[src/rtl/k_and_s_pkg.sv]
// Shared types and encodings for the K&S datapath: decoded instruction set,
// 8-bit opcode values and the 3-bit ALU operation codes.
package k_and_s_pkg;

   typedef enum logic [3:0] {
      I_NOP    = 4'd0,
      I_LOAD   = 4'd1,
      I_STORE  = 4'd2,
      I_MOVE   = 4'd3,
      I_ADD    = 4'd4,
      I_SUB    = 4'd5,
      I_AND    = 4'd6,
      I_OR     = 4'd7,
      I_BRANCH = 4'd8,
      I_BZERO  = 4'd9,
      I_BNZERO = 4'd10,
      I_BNEG   = 4'd11,
      I_BNNEG  = 4'd12,
      I_HALT   = 4'd13,
      I_MUL    = 4'd14
   } decoded_instruction_type;

   localparam logic [7:0] OP_NOP    = 8'h00;
   localparam logic [7:0] OP_BRANCH = 8'h01;
   localparam logic [7:0] OP_BZERO  = 8'h02;
   localparam logic [7:0] OP_BNZERO = 8'h03;
   localparam logic [7:0] OP_BNEG   = 8'h04;
   localparam logic [7:0] OP_BNNEG  = 8'h05;
   localparam logic [7:0] OP_LOAD   = 8'h81;
   localparam logic [7:0] OP_STORE  = 8'h82;
   localparam logic [7:0] OP_MOVE   = 8'h83;
   localparam logic [7:0] OP_ADD    = 8'hA1;
   localparam logic [7:0] OP_SUB    = 8'hA2;
   localparam logic [7:0] OP_AND    = 8'hA3;
   localparam logic [7:0] OP_OR     = 8'hA4;
   localparam logic [7:0] OP_MUL    = 8'hA5;
   localparam logic [7:0] OP_HALT   = 8'hFF;

   localparam logic [2:0] ALU_OR  = 3'b000;
   localparam logic [2:0] ALU_ADD = 3'b001;
   localparam logic [2:0] ALU_SUB = 3'b010;
   localparam logic [2:0] ALU_AND = 3'b011;
   localparam logic [2:0] ALU_MUL = 3'b100;

endpackage

[src/rtl/ks_data_path_p_mul.sv]
// Sequential shift-add unsigned multiplier, one partial product per cycle.
// Only compiled when KS_DP_MUL_EN is defined.
`ifdef KS_DP_MUL_EN
module ks_seq_mul #(
   parameter int DATA_W = 16
) (
   input  logic                  clk,
   input  logic                  rst_n,
   input  logic                  start,
   input  logic [DATA_W-1:0]     a,
   input  logic [DATA_W-1:0]     b,
   output logic                  busy,
   output logic [2*DATA_W-1:0]   product
);
   localparam int CNT_W = (DATA_W > 1) ? $clog2(DATA_W) : 1;

   logic [2*DATA_W-1:0] mcand_r;
   logic [2*DATA_W-1:0] acc_r;
   logic [DATA_W-1:0]   mplier_r;
   logic [CNT_W-1:0]    cnt_r;
   logic                busy_r;

   // Operand capture on an idle start, then DATA_W shift-add iterations; starts while busy are dropped
   always_ff @(posedge clk or negedge rst_n) begin
      if (!rst_n) begin
         mcand_r  <= '0;
         acc_r    <= '0;
         mplier_r <= '0;
         cnt_r    <= '0;
         busy_r   <= 1'b0;
      end else if (busy_r) begin
         if (mplier_r[0]) begin
            acc_r <= acc_r + mcand_r;
         end else begin
            acc_r <= acc_r;
         end
         mcand_r  <= mcand_r << 1;
         mplier_r <= mplier_r >> 1;
         cnt_r    <= cnt_r + CNT_W'(1);
         if (cnt_r == CNT_W'(DATA_W - 1)) begin
            busy_r <= 1'b0;
         end else begin
            busy_r <= 1'b1;
         end
      end else if (start) begin
         mcand_r  <= {{DATA_W{1'b0}}, a};
         mplier_r <= b;
         acc_r    <= '0;
         cnt_r    <= '0;
         busy_r   <= 1'b1;
      end else begin
         busy_r   <= 1'b0;
      end
   end

   assign busy    = busy_r;
   assign product = acc_r;

endmodule
`endif

[src/rtl/ks_data_path_p.sv]
// K&S datapath: IR + decoder, register file, ALU with flags, PC and address mux.
// Optional sequential multiplier enabled by defining KS_DP_MUL_EN.
module ks_data_path_p
   import k_and_s_pkg::*;
#(
   parameter int DATA_W = 16,
   parameter int NREGS  = 4,
   parameter int ADDR_W = 5
) (
   input  logic                    clk,
   input  logic                    rst_n,
   input  logic                    branch,
   input  logic                    pc_enable,
   input  logic                    ir_enable,
   input  logic                    addr_sel,
   input  logic                    c_sel,
   input  logic                    write_reg_enable,
   input  logic                    flags_reg_enable,
   input  logic                    mul_start,
   input  logic [2:0]              operation,
   output decoded_instruction_type decoded_instruction,
   output logic                    zero_op,
   output logic                    neg_op,
   output logic                    unsigned_overflow,
   output logic                    signed_overflow,
   output logic                    mul_busy,
   output logic [ADDR_W-1:0]       ram_addr,
   output logic [DATA_W-1:0]       data_out,
   input  logic [DATA_W-1:0]       data_in
);
   localparam int RW = (NREGS > 1) ? $clog2(NREGS) : 1;

   logic [DATA_W-1:0]       ir_r;
   logic [ADDR_W-1:0]       pc_r;
   logic [DATA_W-1:0]       regs_r [NREGS];
   logic [7:0]              opcode_s;
   decoded_instruction_type dec_s;
   logic [RW-1:0]           a_s, b_s, c_s;
   logic [ADDR_W-1:0]       mem_s;
   logic [DATA_W-1:0]       bus_a_s, bus_b_s, bus_c_s, ula_out_s, b_eff_s, sum_s;
   logic                    sub_s, cout_s, c_msb_s, uov_s, sov_s;
   logic                    mul_busy_s, wr_en_s, fl_en_s;

`ifdef KS_DP_MUL_EN
   logic [2*DATA_W-1:0]     product_s;

   ks_seq_mul #(.DATA_W(DATA_W)) u_mul (
      .clk     (clk),
      .rst_n   (rst_n),
      .start   (mul_start),
      .a       (bus_a_s),
      .b       (bus_b_s),
      .busy    (mul_busy_s),
      .product (product_s)
   );
`else
   assign mul_busy_s = mul_start & 1'b0;
`endif

   // Nothing commits to the register file or flags while a multiply is in flight
   assign wr_en_s = write_reg_enable & ~mul_busy_s;
   assign fl_en_s = flags_reg_enable & ~mul_busy_s;
   assign mul_busy = mul_busy_s;

   assign opcode_s = ir_r[DATA_W-1:DATA_W-8];

   // Opcode decode
   always_comb begin
      dec_s = I_NOP;
      case (opcode_s)
         OP_LOAD:   dec_s = I_LOAD;
         OP_STORE:  dec_s = I_STORE;
         OP_MOVE:   dec_s = I_MOVE;
         OP_ADD:    dec_s = I_ADD;
         OP_SUB:    dec_s = I_SUB;
         OP_AND:    dec_s = I_AND;
         OP_OR:     dec_s = I_OR;
         OP_BRANCH: dec_s = I_BRANCH;
         OP_BZERO:  dec_s = I_BZERO;
         OP_BNZERO: dec_s = I_BNZERO;
         OP_BNEG:   dec_s = I_BNEG;
         OP_BNNEG:  dec_s = I_BNNEG;
         OP_HALT:   dec_s = I_HALT;
`ifdef KS_DP_MUL_EN
         OP_MUL:    dec_s = I_MUL;
`endif
         default:   dec_s = I_NOP;
      endcase
   end

   assign decoded_instruction = dec_s;

   // Operand field extraction; fields an instruction does not use stay zero
   always_comb begin
      a_s   = '0;
      b_s   = '0;
      c_s   = '0;
      mem_s = '0;
      case (dec_s)
         I_LOAD: begin
            mem_s = ir_r[ADDR_W-1:0];
            c_s   = ir_r[ADDR_W+RW-1:ADDR_W];
         end
         I_STORE: begin
            mem_s = ir_r[ADDR_W-1:0];
            a_s   = ir_r[ADDR_W+RW-1:ADDR_W];
         end
         I_MOVE: begin
            a_s = ir_r[RW-1:0];
            b_s = ir_r[RW-1:0];
            c_s = ir_r[2*RW-1:RW];
         end
         I_ADD, I_SUB, I_AND, I_OR, I_MUL: begin
            a_s = ir_r[RW-1:0];
            b_s = ir_r[2*RW-1:RW];
            c_s = ir_r[3*RW-1:2*RW];
         end
         I_BRANCH, I_BZERO, I_BNZERO, I_BNEG, I_BNNEG: begin
            mem_s = ir_r[ADDR_W-1:0];
         end
         default: begin
            mem_s = '0;
         end
      endcase
   end

   assign bus_a_s  = regs_r[a_s];
   assign bus_b_s  = regs_r[b_s];
   assign bus_c_s  = c_sel ? ula_out_s : data_in;
   assign ram_addr = addr_sel ? pc_r : mem_s;
   assign data_out = bus_a_s;

   // SUB reuses the adder as a + ~b + 1; MSB carry-in recovered from the sum bit
   assign sub_s             = (operation == ALU_SUB);
   assign b_eff_s           = sub_s ? ~bus_b_s : bus_b_s;
   assign {cout_s, sum_s}   = {1'b0, bus_a_s} + {1'b0, b_eff_s} + {{DATA_W{1'b0}}, sub_s};
   assign c_msb_s           = sum_s[DATA_W-1] ^ bus_a_s[DATA_W-1] ^ b_eff_s[DATA_W-1];

   // ALU result and overflow selection
   always_comb begin
      ula_out_s = bus_a_s & bus_b_s;
      uov_s     = 1'b0;
      sov_s     = 1'b0;
      case (operation)
         ALU_OR: begin
            ula_out_s = bus_a_s | bus_b_s;
         end
         ALU_ADD: begin
            ula_out_s = sum_s;
            uov_s     = cout_s;
            sov_s     = c_msb_s ^ cout_s;
         end
         ALU_SUB: begin
            ula_out_s = sum_s;
            uov_s     = ~cout_s;
            sov_s     = c_msb_s ^ cout_s;
         end
         ALU_MUL: begin
`ifdef KS_DP_MUL_EN
            ula_out_s = product_s[DATA_W-1:0];
            uov_s     = |product_s[2*DATA_W-1:DATA_W];
`else
            ula_out_s = {DATA_W{1'b0}};
`endif
         end
         default: begin
            ula_out_s = bus_a_s & bus_b_s;
         end
      endcase
   end

   // Instruction register
   always_ff @(posedge clk or negedge rst_n) begin
      if (!rst_n) begin
         ir_r <= '0;
      end else if (ir_enable) begin
         ir_r <= data_in;
      end else begin
         ir_r <= ir_r;
      end
   end

   // Program counter, wraps naturally at 2^ADDR_W
   always_ff @(posedge clk or negedge rst_n) begin
      if (!rst_n) begin
         pc_r <= '0;
      end else if (pc_enable) begin
         pc_r <= branch ? mem_s : (pc_r + ADDR_W'(1));
      end else begin
         pc_r <= pc_r;
      end
   end

   // Register file write port
   always_ff @(posedge clk or negedge rst_n) begin
      if (!rst_n) begin
         for (int i = 0; i < NREGS; i++) begin
            regs_r[i] <= '0;
         end
      end else if (wr_en_s) begin
         regs_r[c_s] <= bus_c_s;
      end else begin
         regs_r[c_s] <= regs_r[c_s];
      end
   end

   // Status flags
   always_ff @(posedge clk or negedge rst_n) begin
      if (!rst_n) begin
         zero_op           <= 1'b0;
         neg_op            <= 1'b0;
         unsigned_overflow <= 1'b0;
         signed_overflow   <= 1'b0;
      end else if (fl_en_s) begin
         zero_op           <= (ula_out_s == {DATA_W{1'b0}});
         neg_op            <= ula_out_s[DATA_W-1];
         unsigned_overflow <= uov_s;
         signed_overflow   <= sov_s;
      end else begin
         zero_op           <= zero_op;
         neg_op            <= neg_op;
         unsigned_overflow <= unsigned_overflow;
         signed_overflow   <= signed_overflow;
      end
   end

endmodule
[config.mk]
export PLATFORM = sky130hd
export DESIGN_NAME = ks_data_path_p
export DESIGN_NICKNAME = d
export VERILOG_FILES = /design/src/rtl/k_and_s_pkg.sv /design/src/rtl/ks_data_path_p_mul.sv /design/src/rtl/ks_data_path_p.sv
export SDC_FILE = /design/constraint.sdc
export NUM_CORES = 1
export LEC_CHECK = 0
export BUFFER_PORTS_ARGS = -buffer_cell sky130_fd_sc_hd__buf_2
export CELL_PAD_IN_SITES_DETAIL_PLACEMENT = 0
export CELL_PAD_IN_SITES_GLOBAL_PLACEMENT = 1
export CORE_AREA = 5 5 129 131
export DETAILED_ROUTE_END_ITERATION = 10
export DIE_AREA = 0 0 134 136
export PLACE_DENSITY = 0.83
export SLEW_MARGIN = 20
export SYNTH_ARGS = -nofsm -noshare
export SYNTH_HDL_FRONTEND = slang
export SYNTH_SLANG_ARGS = --single-unit
[constraint.sdc]
create_clock -name clk -period 8.3 [get_ports clk]
set_input_delay 1.245 -clock clk [delete_from_list [all_inputs] [get_ports clk]]
set_output_delay 1.245 -clock clk [all_outputs]
set_load 0.02 [all_outputs]
==> metrics.md, run 1 <==
| Metric | Value |
|---|---|
| Outcome | `complete, no violations` |
| Drt first-iter violations | `slightly below 400` |
| Cell Area, Synth | `between 0.007 and 0.008 mm2` |
| Startpoint of the worst setup timing path | `ir_r[13]` |
| Total of max-cap violations | `0` |
| Input/output buffers | `56` |
| Via density per instance | `6.15` |
| Transition time of the tightest slew-check pin | `0.911 ns` |
| Sequential share of the synthesized area | `between 20% and 30%` |
| Core area | `around 0.015 mm2` |
| Placed standard-cell area | `around 0.008 mm2` |
| Die Y-Extent | `between 100 and 150 um` |
| Average footprint of a synthesized cell | `roughly 8.5 um2` |
| Number of CTS-inserted buffers | `9` |
| Post CTS Setup Buffer Count | `0` |
| Area contributors post-synth | `sky130_fd_sc_hd__dfrtp_1, sky130_fd_sc_hd__mux2_2, sky130_fd_sc_hd__mux2i_1, sky130_fd_sc_hd__nand2_1, sky130_fd_sc_hd__o21ai_0` |
| Detailed-route wire length per cell | `about 20 um` |
| Number of antenna violations at the first check in global routing | `0` |
| Path category of the worst min-delay check | `reg -> reg` |
| Post-CTS sizing | `0` |
| Maximum net fanout on the critical path | `12` |
| Register bit count reported by yosys | `88` |
| Final Cell Area | `between 0.008 and 0.009 mm2` |
| YS warnings | `0` |
| Number of enable flip-flop cells after synthesis | `0` |
| Kind of start point of the critical path | `flop` |
| FMAX | `around 160 MHz` |
| Vias post-DR | `~6700` |
| DR top layer | `met5` |
| Number of antenna diodes | `0` |
| Nets@finish | `about 940` |
| Met1 Wirelength | `between 10 and 15 mm` |
| Placement-stage worst setup slack | `roughly 2.1 ns` |
| Critical register-to-register path endpoint | `regs_r[26]` |
| CTS root buf | `sky130_fd_sc_hd__clkbuf_16` |
| Crit path cell chain | `or4_1, nor3b_4, nor3_2, and4_4, nor3_4, mux2i_1, a21o_1, nor2_1, a21oi_1, fa_1, inv_1, nand4_1, a211oi_2, o21ai_1, o311ai_1, xor2_1, a211oi_1, o22ai_1, mux2_2` |
| Die Footprint | `roughly 0.018 mm2` |
| Max-Slew Margin vs Limit | `between 30% and 40%` |
| Max VDD drop | `0.000114 V` |
| Required time of the critical path | `8.54 ns` |
| Most frequent cell after synthesis | `sky130_fd_sc_hd__nand2_1` |
| Cell types with the highest counts after synthesis | `sky130_fd_sc_hd__nand2_1, sky130_fd_sc_hd__dfrtp_1, sky130_fd_sc_hd__mux2_2, sky130_fd_sc_hd__o21ai_0, sky130_fd_sc_hd__a21oi_1` |
| Worst clock skew | `about 0.013 ns` |
| End point of the critical path | `regs_r[26]` |
| Maximum number of pins on one net before global-route repair | `48` |
| Setup TNS Final | `0 ns` |
| Final ANT Viol Nets | `0` |
| Crit path max-delay cell type | `sky130_fd_sc_hd__or4_1` |
| Hold Violations, Final | `0` |
| Net count after synthesis | `just over 900` |
| Number of levels in the clock H-tree | `3` |
| Via count of the first global-routing pass | `between 6000 and 7000` |
| Minimum setup slack in the final design | `1.92 ns` |
| Estimated wirelength of the detail-placed design | `between 15 and 20 mm` |
| Fraction of post-synthesis cell area in the top cell type by area | `between 20% and 30%` |
| Number of hold buffers added after CTS | `0` |
| Delay-heaviest family, CP | `simple AND/OR/NAND/NOR gates` |
| Total routed wirelength | `around 22 mm` |
| Layout overhead on the synthesized area | `9.49%` |
| Met3 wire len | `roughly 1.2 mm` |
| Worst reg-to-reg setup slack | `1.92 ns` |
| Grt ovf | `0` |
| Overall routing resource usage | `between 20% and 30%` |
| Post-synthesis cell type with the largest combined area | `sky130_fd_sc_hd__dfrtp_1` |
| Wire length of the first global-routing pass | `approximately 35 mm` |
| LEAKAGE | `about 0.0036 uW` |
| Worst hold margin | `around 0.5 ns` |
| Final count of pins violating max slew | `0` |
| Number of sinks handled by clock tree synthesis | `between 80 and 90` |
| FP Rows | `46` |
| Kind of capture point of the worst setup path | `flop` |
| Delay of the slowest critical-path stage | `about 0.72 ns` |
| DRC viols | `0` |
| Share of post-route cells with drive strength above 1 | `between 20% and 30%` |
| Clk slew on worst S/H paths | `0.07 ns` |
| Top-Level Pins | `59` |
| Number of buffers between clock root and the deepest sink | `2` |
| Synth unique cells | `79` |
| Routed length on met2 | `9.76 mm` |
| Gpl congestion | `0.905` |
| Final clock period utilization by the worst path | `76.9%` |
| Arrival time reported for the critical path endpoint | `between 6 and 7 ns` |
| Type of the setup path with the least slack | `reg -> reg` |
| Buf+Inv Stages, Crit Path | `1` |
| Clock Latency Late Sink | `0.37 ns` |
| Prevailing post-synth register cell | `sky130_fd_sc_hd__dfrtp_1` |
| Worst flop-to-flop path startpoint | `ir_r[13]` |
| Worst R2R Path Depth | `19` |
| Min Tclk post-route | `approximately 6.4 ns` |
| Power density over cell area | `239 mW/mm2` |
| Setup violations, final | `0` |
| Initial core utilization | `48.1%` |
| Path length in cells of the critical path | `19` |
| Gate count after technology mapping | `874` |
| CTS tree | `yes` |
| Share of flip-flops with an asynchronous set or reset after synthesis | `100%` |
| Horizontal die dimension | `about 130 um` |
| Setup repair after global routing missed its margin | `false` |
| First-pass DRT Iterations | `5` |
[layout make-up]
class	instances	area [um2]
fill	1488	7330
multi-input combinational	704	4940
sequential	88	2200
timing repair buffer	68	373
tap	192	240
clock buffer	9	225
inverter	25	93.8
clock inverter	7	85.1
[worst register-to-register path, stage by stage, from the launching register on]
cell and delay, ns:
sky130_fd_sc_hd__dfrtp_1 0.44, sky130_fd_sc_hd__or4_1 0.72, sky130_fd_sc_hd__nor3b_4 0.36, sky130_fd_sc_hd__nor3_2 0.15, sky130_fd_sc_hd__and4_4 0.24, sky130_fd_sc_hd__nor3_4 0.56
sky130_fd_sc_hd__mux2i_1 0.20, sky130_fd_sc_hd__a21o_1 0.25, sky130_fd_sc_hd__nor2_1 0.22, sky130_fd_sc_hd__a21oi_1 0.10, sky130_fd_sc_hd__fa_1 0.52, sky130_fd_sc_hd__inv_1 0.15
sky130_fd_sc_hd__nand4_1 0.11, sky130_fd_sc_hd__a211oi_2 0.44, sky130_fd_sc_hd__o21ai_1 0.25, sky130_fd_sc_hd__o311ai_1 0.55, sky130_fd_sc_hd__xor2_1 0.17, sky130_fd_sc_hd__a211oi_1 0.34
sky130_fd_sc_hd__o22ai_1 0.21, sky130_fd_sc_hd__mux2_2 0.31
[logic make-up (layout without fill, tap and decap cells)]
logic type                 Yosys count  count (layout)  synth area share (%)
muxes                              131             131                  19.0
AOI/OAI and AO/OA                  252             252                  21.8
and+or+nand+nor                    271             271                  18.3
xor gates and xnor gates            32              32                  3.95
DFF                                 88              88                  29.6
adders and majority gates           17              17                  2.96
other                                1               1                0.0503
buffers and inverters               82             109                  4.48
[stage by stage]
stage          util (%)  cells  power (uW)
6_report           52.7   1093        1950
5_1_grt            52.7   1093        2090
4_1_cts            52.7   1093        1950
3_5_place_dp       50.7   1077        1510
3_3_place_gp       50.7   1077        1500
2_1_floorplan         -    874        1290
[state kept, by name (all words and copies together), names as in the netlist]
register,flops
zero_op,1
unsigned_overflow,1
ir_r,15
regs_r,64
pc_r,5
signed_overflow,1
neg_op,1
[cells in the final DEF (no fill, tap or decap), drive strengths merged, types with 4 or more instances in the layout]
| master | n |
|---|---|
| a31oi | 15 |
| nand2b | 5 |
| a21o | 4 |
| or3 | 5 |
| nand4 | 14 |
| inv | 29 |
| o211ai | 15 |
| o22ai | 4 |
| clkbuf | 9 |
| o21ai | 70 |
| nor3 | 12 |
| o31ai | 15 |
| a22o | 4 |
| xnor2 | 21 |
| mux2 | 72 |
| ha | 16 |
| nand2 | 99 |
| o21a | 6 |
| and3 | 11 |
| a21oi | 63 |
| mux2i | 58 |
| xor2 | 10 |
| a22oi | 5 |
| nor2 | 56 |
| nor2b | 17 |
| buf | 68 |
| nand3 | 13 |
| a211oi | 21 |
| and2 | 17 |
| dfrtp | 88 |
[layer usage]
metal  GRT usage (%)  vias up
li1                -     3262
met1            35.0     3231
met2            37.9      197
met3            4.37       35
met4            7.66        2
met5            2.22        -
[worst min-delay path by stage]
| stage | to | cells past startpoint | slack, ns | start |
|---|---|---|---|---|
| after floorplan | regs_r[43] | 2 | 0.46 | regs_r[43] |
| after global placement | regs_r[63] | 2 | 0.49 | regs_r[63] |
| after detailed placement | regs_r[63] | 2 | 0.49 | regs_r[63] |
| after CTS | regs_r[63] | 2 | 0.51 | regs_r[63] |
| after global routing | regs_r[43] | 2 | 0.54 | regs_r[43] |
| final | regs_r[63] | 2 | 0.51 | regs_r[63] |
[where the power goes]
group	switching (uW)	total, uW	leakage [uW]	internal [uW]
logic	507	899	0.00239	392
registers	98.8	619	0.00109	520
clock network	192	433	0.000153	240
total	798	1950	0.00363	1150
Note: power is estimated with default switching activity, not from simulation.
==> run 2: changes to the inputs <==
Settings changed: CORE_AREA 5 5 129 131 to 5 5 132 134, DIE_AREA 0 0 134 136 to 0 0 137 139, PLACE_DENSITY 0.83 to 0.8.
Clock period 8.3 ns to 5.9 ns, I/O delays scaled along.
==> metrics.md, run 2 (synthesis gave the netlist of run 1 again) <==
| Metric | Value |
|---|---|
| Max VDD drop | `0.000155 V (+36%)` |
| Vias post-DR | `6844 (+1.7%)` |
| Via density per instance | `6.01 (-2.4%)` |
| Biggest register | `regs_r` |
| Number of buffers between clock root and the deepest sink | `2 (unchanged)` |
| Final ANT Viol Nets | `0 (unchanged)` |
| Top-Level Pins | `59 (unchanged)` |
| Worst flop-to-flop path startpoint | `ir_r[15]` |
| Kind of start point of the critical path | `flop` |
| Share of post-route cells with drive strength above 1 | `22.1% (+1.8 points)` |
| Layout overhead on the synthesized area | `11.5%` |
| Maximum net fanout on the critical path | `13 (+1)` |
| Arrival time reported for the critical path endpoint | `5.72 ns (-0.91 ns)` |
| Transition time of the tightest slew-check pin | `0.857 ns (-0.0540 ns)` |
| Required time of the critical path | `6.14 ns (-2.40 ns)` |
| Total of max-cap violations | `0 (unchanged)` |
| Hold Violations, Final | `0 (unchanged)` |
| Worst hold margin | `0.505 ns (-0.00288 ns)` |
| Clock Latency Late Sink | `0.36 ns (about the same)` |
| Max-Slew Margin vs Limit | `42.7% (+3.6 points)` |
| Maximum number of pins on one net before global-route repair | `47 (-2.1%)` |
| Type of the setup path with the least slack | `reg -> reg` |
| First-pass DRT Iterations | `5 (unchanged)` |
| Most common library cell in the layout ignoring fill and taps | `sky130_fd_sc_hd__nand2_1` |
| Horizontal die dimension | `137 um (+2.2%)` |
| Flip-flop count of the largest register after layout | `64 (unchanged)` |
| Path category of the worst min-delay check | `in -> async` |
| Delay of the slowest critical-path stage | `0.53 ns (-0.19 ns)` |
| Min Tclk post-route | `5.49 ns (-0.899 ns)` |
| Setup violations, final | `0 (unchanged)` |
| Number of levels in the clock H-tree | `3 (unchanged)` |
| Final instance count without filler cells | `1139 (+4.2%)` |
| Input/output buffers | `56 (unchanged)` |
| Crit path max-delay cell type | `sky130_fd_sc_hd__dfrtp_1` |
| Crit path cell chain | `and2_1, nor3b_4, nor3_2, inv_1, and4_1, nor3_4, buf_4, mux2_2, fa_1, inv_1, nand4_1, a211oi_2, o21ai_1, o311a_1, or4_1, and3_1, o311ai_1, o32ai_2` |
| CTS tree | `yes` |
| Setup TNS Final | `0 ns (unchanged)` |
| FMAX | `182 MHz (+16%)` |
| Final clock period utilization by the worst path | `93.0% (+16 points)` |
| Die Y-Extent | `139 um (+2.2%)` |
| FP Rows | `47 (+2.2%)` |
| Number of antenna violations at the first check in global routing | `0 (unchanged)` |
| Number of sinks handled by clock tree synthesis | `88 (unchanged)` |
| Most used cell, CP | `sky130_fd_sc_hd__inv_1` |
| Outcome | `complete, no violations` |
| Via count of the first global-routing pass | `6474 (+4.0%)` |
| Registers with the most flip-flops | `regs_r (64), ir_r (15), pc_r (5)` |
| Final count of pins violating max slew | `0 (unchanged)` |
| Most frequent cells in the layout | `sky130_fd_sc_hd__nand2_1, sky130_fd_sc_hd__dfrtp_1, sky130_fd_sc_hd__mux2_2, sky130_fd_sc_hd__o21ai_0, sky130_fd_sc_hd__a21oi_1` |
| Initial core utilization | `46.1% (-2.1 points)` |
| LEAKAGE | `0.00370 uW (+1.8%)` |
| Die Footprint | `0.0190 mm2 (+4.5%)` |
| Kind of capture point of the worst setup path | `flop` |
| Number of CTS-inserted buffers | `9 (unchanged)` |
| Estimated wirelength of the detail-placed design | `17.1 mm (+3.6%)` |
| Core area | `0.0162 mm2 (+4.5%)` |
| Power density over cell area | `327 mW/mm2 (+37%)` |
| Nets@finish | `960 (+1.9%)` |
| Number of hold buffers added after CTS | `0 (unchanged)` |
| Wire length of the first global-routing pass | `36.2 mm (+3.6%)` |
| Worst clock skew | `0.0125 ns (-0.000163 ns)` |
| Number of antenna diodes | `0 (unchanged)` |
| Total routed wirelength | `22.7 mm (+3.4%)` |
| Detailed-route wire length per cell | `19.9 um (-0.78%)` |
| Layout fillers | `1589 (+6.8%)` |
| Startpoint of the worst setup timing path | `ir_r[15]` |
| Overall routing resource usage | `24.0% (-0.55 points)` |
| CTS root buf | `sky130_fd_sc_hd__clkbuf_16` |
| Gpl congestion | `0.957 (+5.7%)` |
| Placed Instances | `1123 (+4.3%)` |
| Utilization of the core after routing | `51.4% (-1.3 points)` |
| Drt first-iter violations | `446 (+13%)` |
| Grt ovf | `0 (unchanged)` |
| DRC viols | `0 (unchanged)` |
| Clk slew on worst S/H paths | `0.07 ns (about the same)` |
| Setup repair after global routing missed its margin | `false` |
-- run 2: cell count changes in the layout (fill, tap and decap cells not counted), sizes merged --
cell      delta
clkbuf       +1
inv          -5
bufinv       -1
clkinvlp     +2
clkinv       +3
buf         +18
-- run 2: per-layer routing --
| metal | up-vias | part of all wire, % | track usage [%] |
|---|---|---|---|
| met5 | - | 0 | 0 |
| met4 | 0 | 1.6 | 6.20 |
| met3 | 27 | 5.6 | 3.63 |
| met2 | 187 | 45 | 36.9 |
| met1 | 3336 | 48 | 35.3 |
| li1 | 3294 | - | - |
-- run 2: worst paths after layout --
| kind | end | slack [ns] | cells past startpoint |
|---|---|---|---|
| worst max-delay path | zero_op | 0.41 | 18 |
| worst min-delay path | regs_r[58] | 0.50 | 1 |
| worst max register to register | zero_op | 0.41 | 18 |
| worst min register to register | regs_r[27] | 0.51 | 2 |
| max in group asynchronous | regs_r[48] | 4.38 | 2 |
| min in group clk | regs_r[27] | 0.51 | 2 |
-- run 2: final cells by class --
cell class | count | area (um2) | area share [%]
Clock buffer | 10 | 229 | 2.76
Clock inverter | 6 | 46.3 | 0.557
Inverter | 25 | 93.8 | 1.13
Multi-Input combinational cell | 704 | 4950 | 59.6
Sequential cell | 88 | 2200 | 26.5
Tap cell | 220 | 275 | 3.31
Timing Repair Buffer | 86 | 508 | 6.12
-- run 2: what timing repair did --
item,4_1_cts,5_1_grt
endpoints found under the setup margin,0,11
resized for setup,0,3
setup buffers,0,0
-- run 2: worst max-delay path, delay by kind of cell (launching register included) --
| family | cells | cell delay, ns |
|---|---|---|
| buffers and inverters | 3 | 0.58 |
| adders and majority gates | 1 | 0.43 |
| and+or+nand+nor | 8 | 2.19 |
| muxes | 1 | 0.42 |
| AOI/OAI and AO/OA | 5 | 1.22 |
| DFF | 1 | 0.53 |
-- run 2: metrics by stage --
step | total power (uW) | setup slack (ns) | instance area [um2]
4_1_cts | 2710 | 0.289 | 8290
2_1_floorplan | 1810 | 0.197 | 7450
5_1_grt | 2900 | 0.0388 | 8310
3_5_place_dp | 2160 | 0.298 | 8020
3_3_place_gp | 2140 | 0.402 | 8020
6_report | 2720 | 0.415 | 8310
-- run 2: report_power, final --
group,internal (uW),switching [uW],leakage [uW]
sequential,731,146,0.00109
clock,287,259,0.000129
combinational,574,718,0.00248
==> run 3: changes to the inputs <==
Settings changed: BUFFER_PORTS_ARGS -buffer_cell sky130_fd_sc_hd__buf_2 to not set, CORE_AREA 5 5 132 134 to 5 5 129 131, DIE_AREA 0 0 137 139 to 0 0 134 136, DONT_BUFFER_PORTS set to 1, PLACE_DENSITY 0.8 to 0.79.
Clock period 5.9 ns to 5.1 ns, I/O delays scaled along.
==> metrics.md, run 3 (synthesis gave the netlist of run 1 again) <==
| Metric | Value |
|---|---|
| FP Rows | `46 (-2.1%)` |
| Overall routing resource usage | `27.1% (+3.0 points)` |
| Minimum setup slack in the final design | `0.132 ns (-0.283 ns)` |
| Vias post-DR | `7305 (+6.7%)` |
| DRC viols | `0 (unchanged)` |
| LEAKAGE | `0.00410 uW (+11%)` |
| Number of CTS-inserted buffers | `9 (unchanged)` |
| Initial core utilization | `48.1% (+2.1 points)` |
| Clk slew on worst S/H paths | `0.07 ns (about the same)` |
| Nets@finish | `1014 (+5.6%)` |
| Top-Level Pins | `59 (unchanged)` |
| Maximum net fanout on the critical path | `11 (-2)` |
| Maximum number of pins on one net before global-route repair | `89 (+89%)` |
| Placement-stage worst setup slack | `-0.187 ns (-0.486 ns)` |
| FMAX | `201 MHz (+10%)` |
| Registers with the most flip-flops | `regs_r (64), ir_r (15), pc_r (5)` |
| Outcome | `complete, no violations` |
| Wire length of the first global-routing pass | `38.8 mm (+7.2%)` |
| Clock Latency Late Sink | `0.36 ns (about the same)` |
| Setup violations, final | `0 (unchanged)` |
| CTS root buf | `sky130_fd_sc_hd__clkbuf_16` |
| Final clock period utilization by the worst path | `97.4% (+4.4 points)` |
| Setup repair after global routing missed its margin | `true` |
| Final instance count without filler cells | `1165 (+2.3%)` |
| First-pass DRT Iterations | `5 (unchanged)` |
| Crit path max-delay cell type | `sky130_fd_sc_hd__or4_4` |
| Path category of the worst min-delay check | `in -> async` |
| Number of antenna diodes | `0 (unchanged)` |
| DR top layer | `met4` |
| Number of hold buffers added after CTS | `0 (unchanged)` |
| Total routed wirelength | `24.8 mm (+9.7%)` |
| Most frequent cells in the layout | `sky130_fd_sc_hd__buf_4, sky130_fd_sc_hd__nand2_1, sky130_fd_sc_hd__dfrtp_1, sky130_fd_sc_hd__mux2_2, sky130_fd_sc_hd__o21ai_0` |
| Number of levels in the clock H-tree | `3 (unchanged)` |
| Die Footprint | `0.0182 mm2 (-4.3%)` |
| CTS tree | `yes` |
| Layout overhead on the synthesized area | `24.7%` |
| Gpl congestion | `0.944 (-1.3%)` |
| Required time of the critical path | `5.36 ns (-0.78 ns)` |
| Met3 wire len | `1.73 mm (+35%)` |
| Delay-heaviest family, CP | `compound AO/OA/AOI/OAI gates` |
| Biggest register | `regs_r` |
| Detailed-route wire length per cell | `21.3 um (+7.2%)` |
| Hold Violations, Final | `0 (unchanged)` |
| Core area | `0.0155 mm2 (-4.3%)` |
| Transition time of the tightest slew-check pin | `0.978 ns (+0.122 ns)` |
| Met1 Wirelength | `10.6 mm (-1.9%)` |
| Via count of the first global-routing pass | `7031 (+8.6%)` |
| Final count of pins violating max slew | `0 (unchanged)` |
| Worst clock skew | `0.0114 ns (-0.00106 ns)` |
| Delay of the slowest critical-path stage | `0.60 ns (+0.07 ns)` |
| Drt first-iter violations | `594 (+33%)` |
| Routed length on met2 | `11.9 mm (+17%)` |
| Worst hold margin | `0.0943 ns (-0.410 ns)` |
| Input/output buffers | `0 (-100%)` |
| Final Total Pwr | `3580 uW (+32%)` |
| Kind of start point of the critical path | `flop` |
| Type of the setup path with the least slack | `reg -> reg` |
| Most common library cell in the layout ignoring fill and taps | `sky130_fd_sc_hd__buf_4` |
| Min Tclk post-route | `4.97 ns (-0.517 ns)` |
| Grt ovf | `0 (unchanged)` |
| Max-Slew Margin vs Limit | `34.5% (-8.1 points)` |
| Max VDD drop | `0.000209 V (+35%)` |
| Crit path cell chain | `or4_4, buf_4, nor3b_4, a32o_2, buf_12, mux2i_1, mux2_2, xnor2_1, ha_1, nand2_1, a2111o_1, a311oi_2, buf_4, nand2_2, xnor2_2, a2111o_1, nor3_4, nand4bb_4, o32ai_2` |
| Power density over cell area | `385 mW/mm2 (+18%)` |
| Buf+Inv Stages, Crit Path | `3 (unchanged)` |
| Number of sinks handled by clock tree synthesis | `88 (unchanged)` |
| Horizontal die dimension | `134 um (-2.2%)` |
| Final ANT Viol Nets | `0 (unchanged)` |
| Flip-flop count of the largest register after layout | `64 (unchanged)` |
| Via density per instance | `6.27 (+4.4%)` |
| Placed standard-cell area | `0.00842 mm2 (+5.1%)` |
| Share of post-route cells with drive strength above 1 | `32.6% (+10 points)` |
| Number of antenna violations at the first check in global routing | `0 (unchanged)` |
| Total of max-cap violations | `0 (unchanged)` |
| Arrival time reported for the critical path endpoint | `5.23 ns (-0.49 ns)` |
| Estimated wirelength of the detail-placed design | `18.5 mm (+8.2%)` |
| Die Y-Extent | `136 um (-2.2%)` |
| Kind of capture point of the worst setup path | `flop` |
| Final Cell Area | `0.00929 mm2 (+12%)` |
| Placed Instances | `1126 (+0.27%)` |
| Number of buffers between clock root and the deepest sink | `2 (unchanged)` |
-- run 3: cell count changes in the layout (fill, tap and decap cells not counted), sizes merged --
cell,before,now
buf,86,140
clkinvlp,2,1
inv,24,26
bufinv,0,1
clkbuf,10,9
clkinv,5,4
-- run 3: what timing repair did --
action	4_1_cts	5_1_grt
setup buffers	1	22
gates resized for setup	26	66
pin swaps	4	35
endpoints found under the setup margin	23	43
-- run 3: path summary, 6_finish.rpt --
path / from / slack (ns) / cells past startpoint / end
worst max-delay path: ir_r[14] / 0.13 / 19 / zero_op
worst min-delay path: rst_n / 0.09 / 0 / regs_r[42]
worst max register to register: ir_r[14] / 0.13 / 19 / zero_op
worst min register to register: regs_r[63] / 0.52 / 2 / regs_r[63]
max in group asynchronous: rst_n / 4.84 / 0 / regs_r[19]
min in group clk: pc_enable / 0.49 / 1 / pc_r[3]
-- run 3: per-layer routing --
layer | GRT usage (%) | vias up
li1 | - | 3411
met1 | 34.8 | 3592
met2 | 45.1 | 259
met3 | 6.14 | 43
met4 | 9.31 | 0
met5 | 0 | -
-- run 3: power by group --
part / switching (uW) / total (uW) / leakage (uW) / internal, uW
combinational: 919 / 1850 / 0.00286 / 933
sequential: 177 / 1020 / 0.00109 / 846
clock: 314 / 700 / 0.000148 / 386
-- run 3: stage by stage --
stage / TNS (ns) / util [%]
3_5_place_dp: -1.70 / 54.4
5_1_grt: -0.774 / 60.0
6_report: 0 / 60.0
2_1_floorplan: -0.292 / -
4_1_cts: -0.00856 / 57.2
3_3_place_gp: -0.648 / 54.4
-- run 3: area by class of cell --
type	count	area [um2]
Sequential cell	88	2200
Timing Repair Buffer	140	1130
Fill cell	1353	6190
Multi-Input combinational cell	704	5320
Clock buffer	9	225
Tap cell	192	240
Clock inverter	7	80.1
Inverter	25	93.8
-- run 3: worst reg2reg max path: cells and delay by family, from the launching register on --
family | cells | cell delay, ns
compound gates | 5 | 1.60
xor+xnor | 2 | 0.29
flops | 1 | 0.40
simple gates | 6 | 1.33
buf+inv | 3 | 0.52
mux | 2 | 0.39
fa+ha+maj | 1 | 0.33
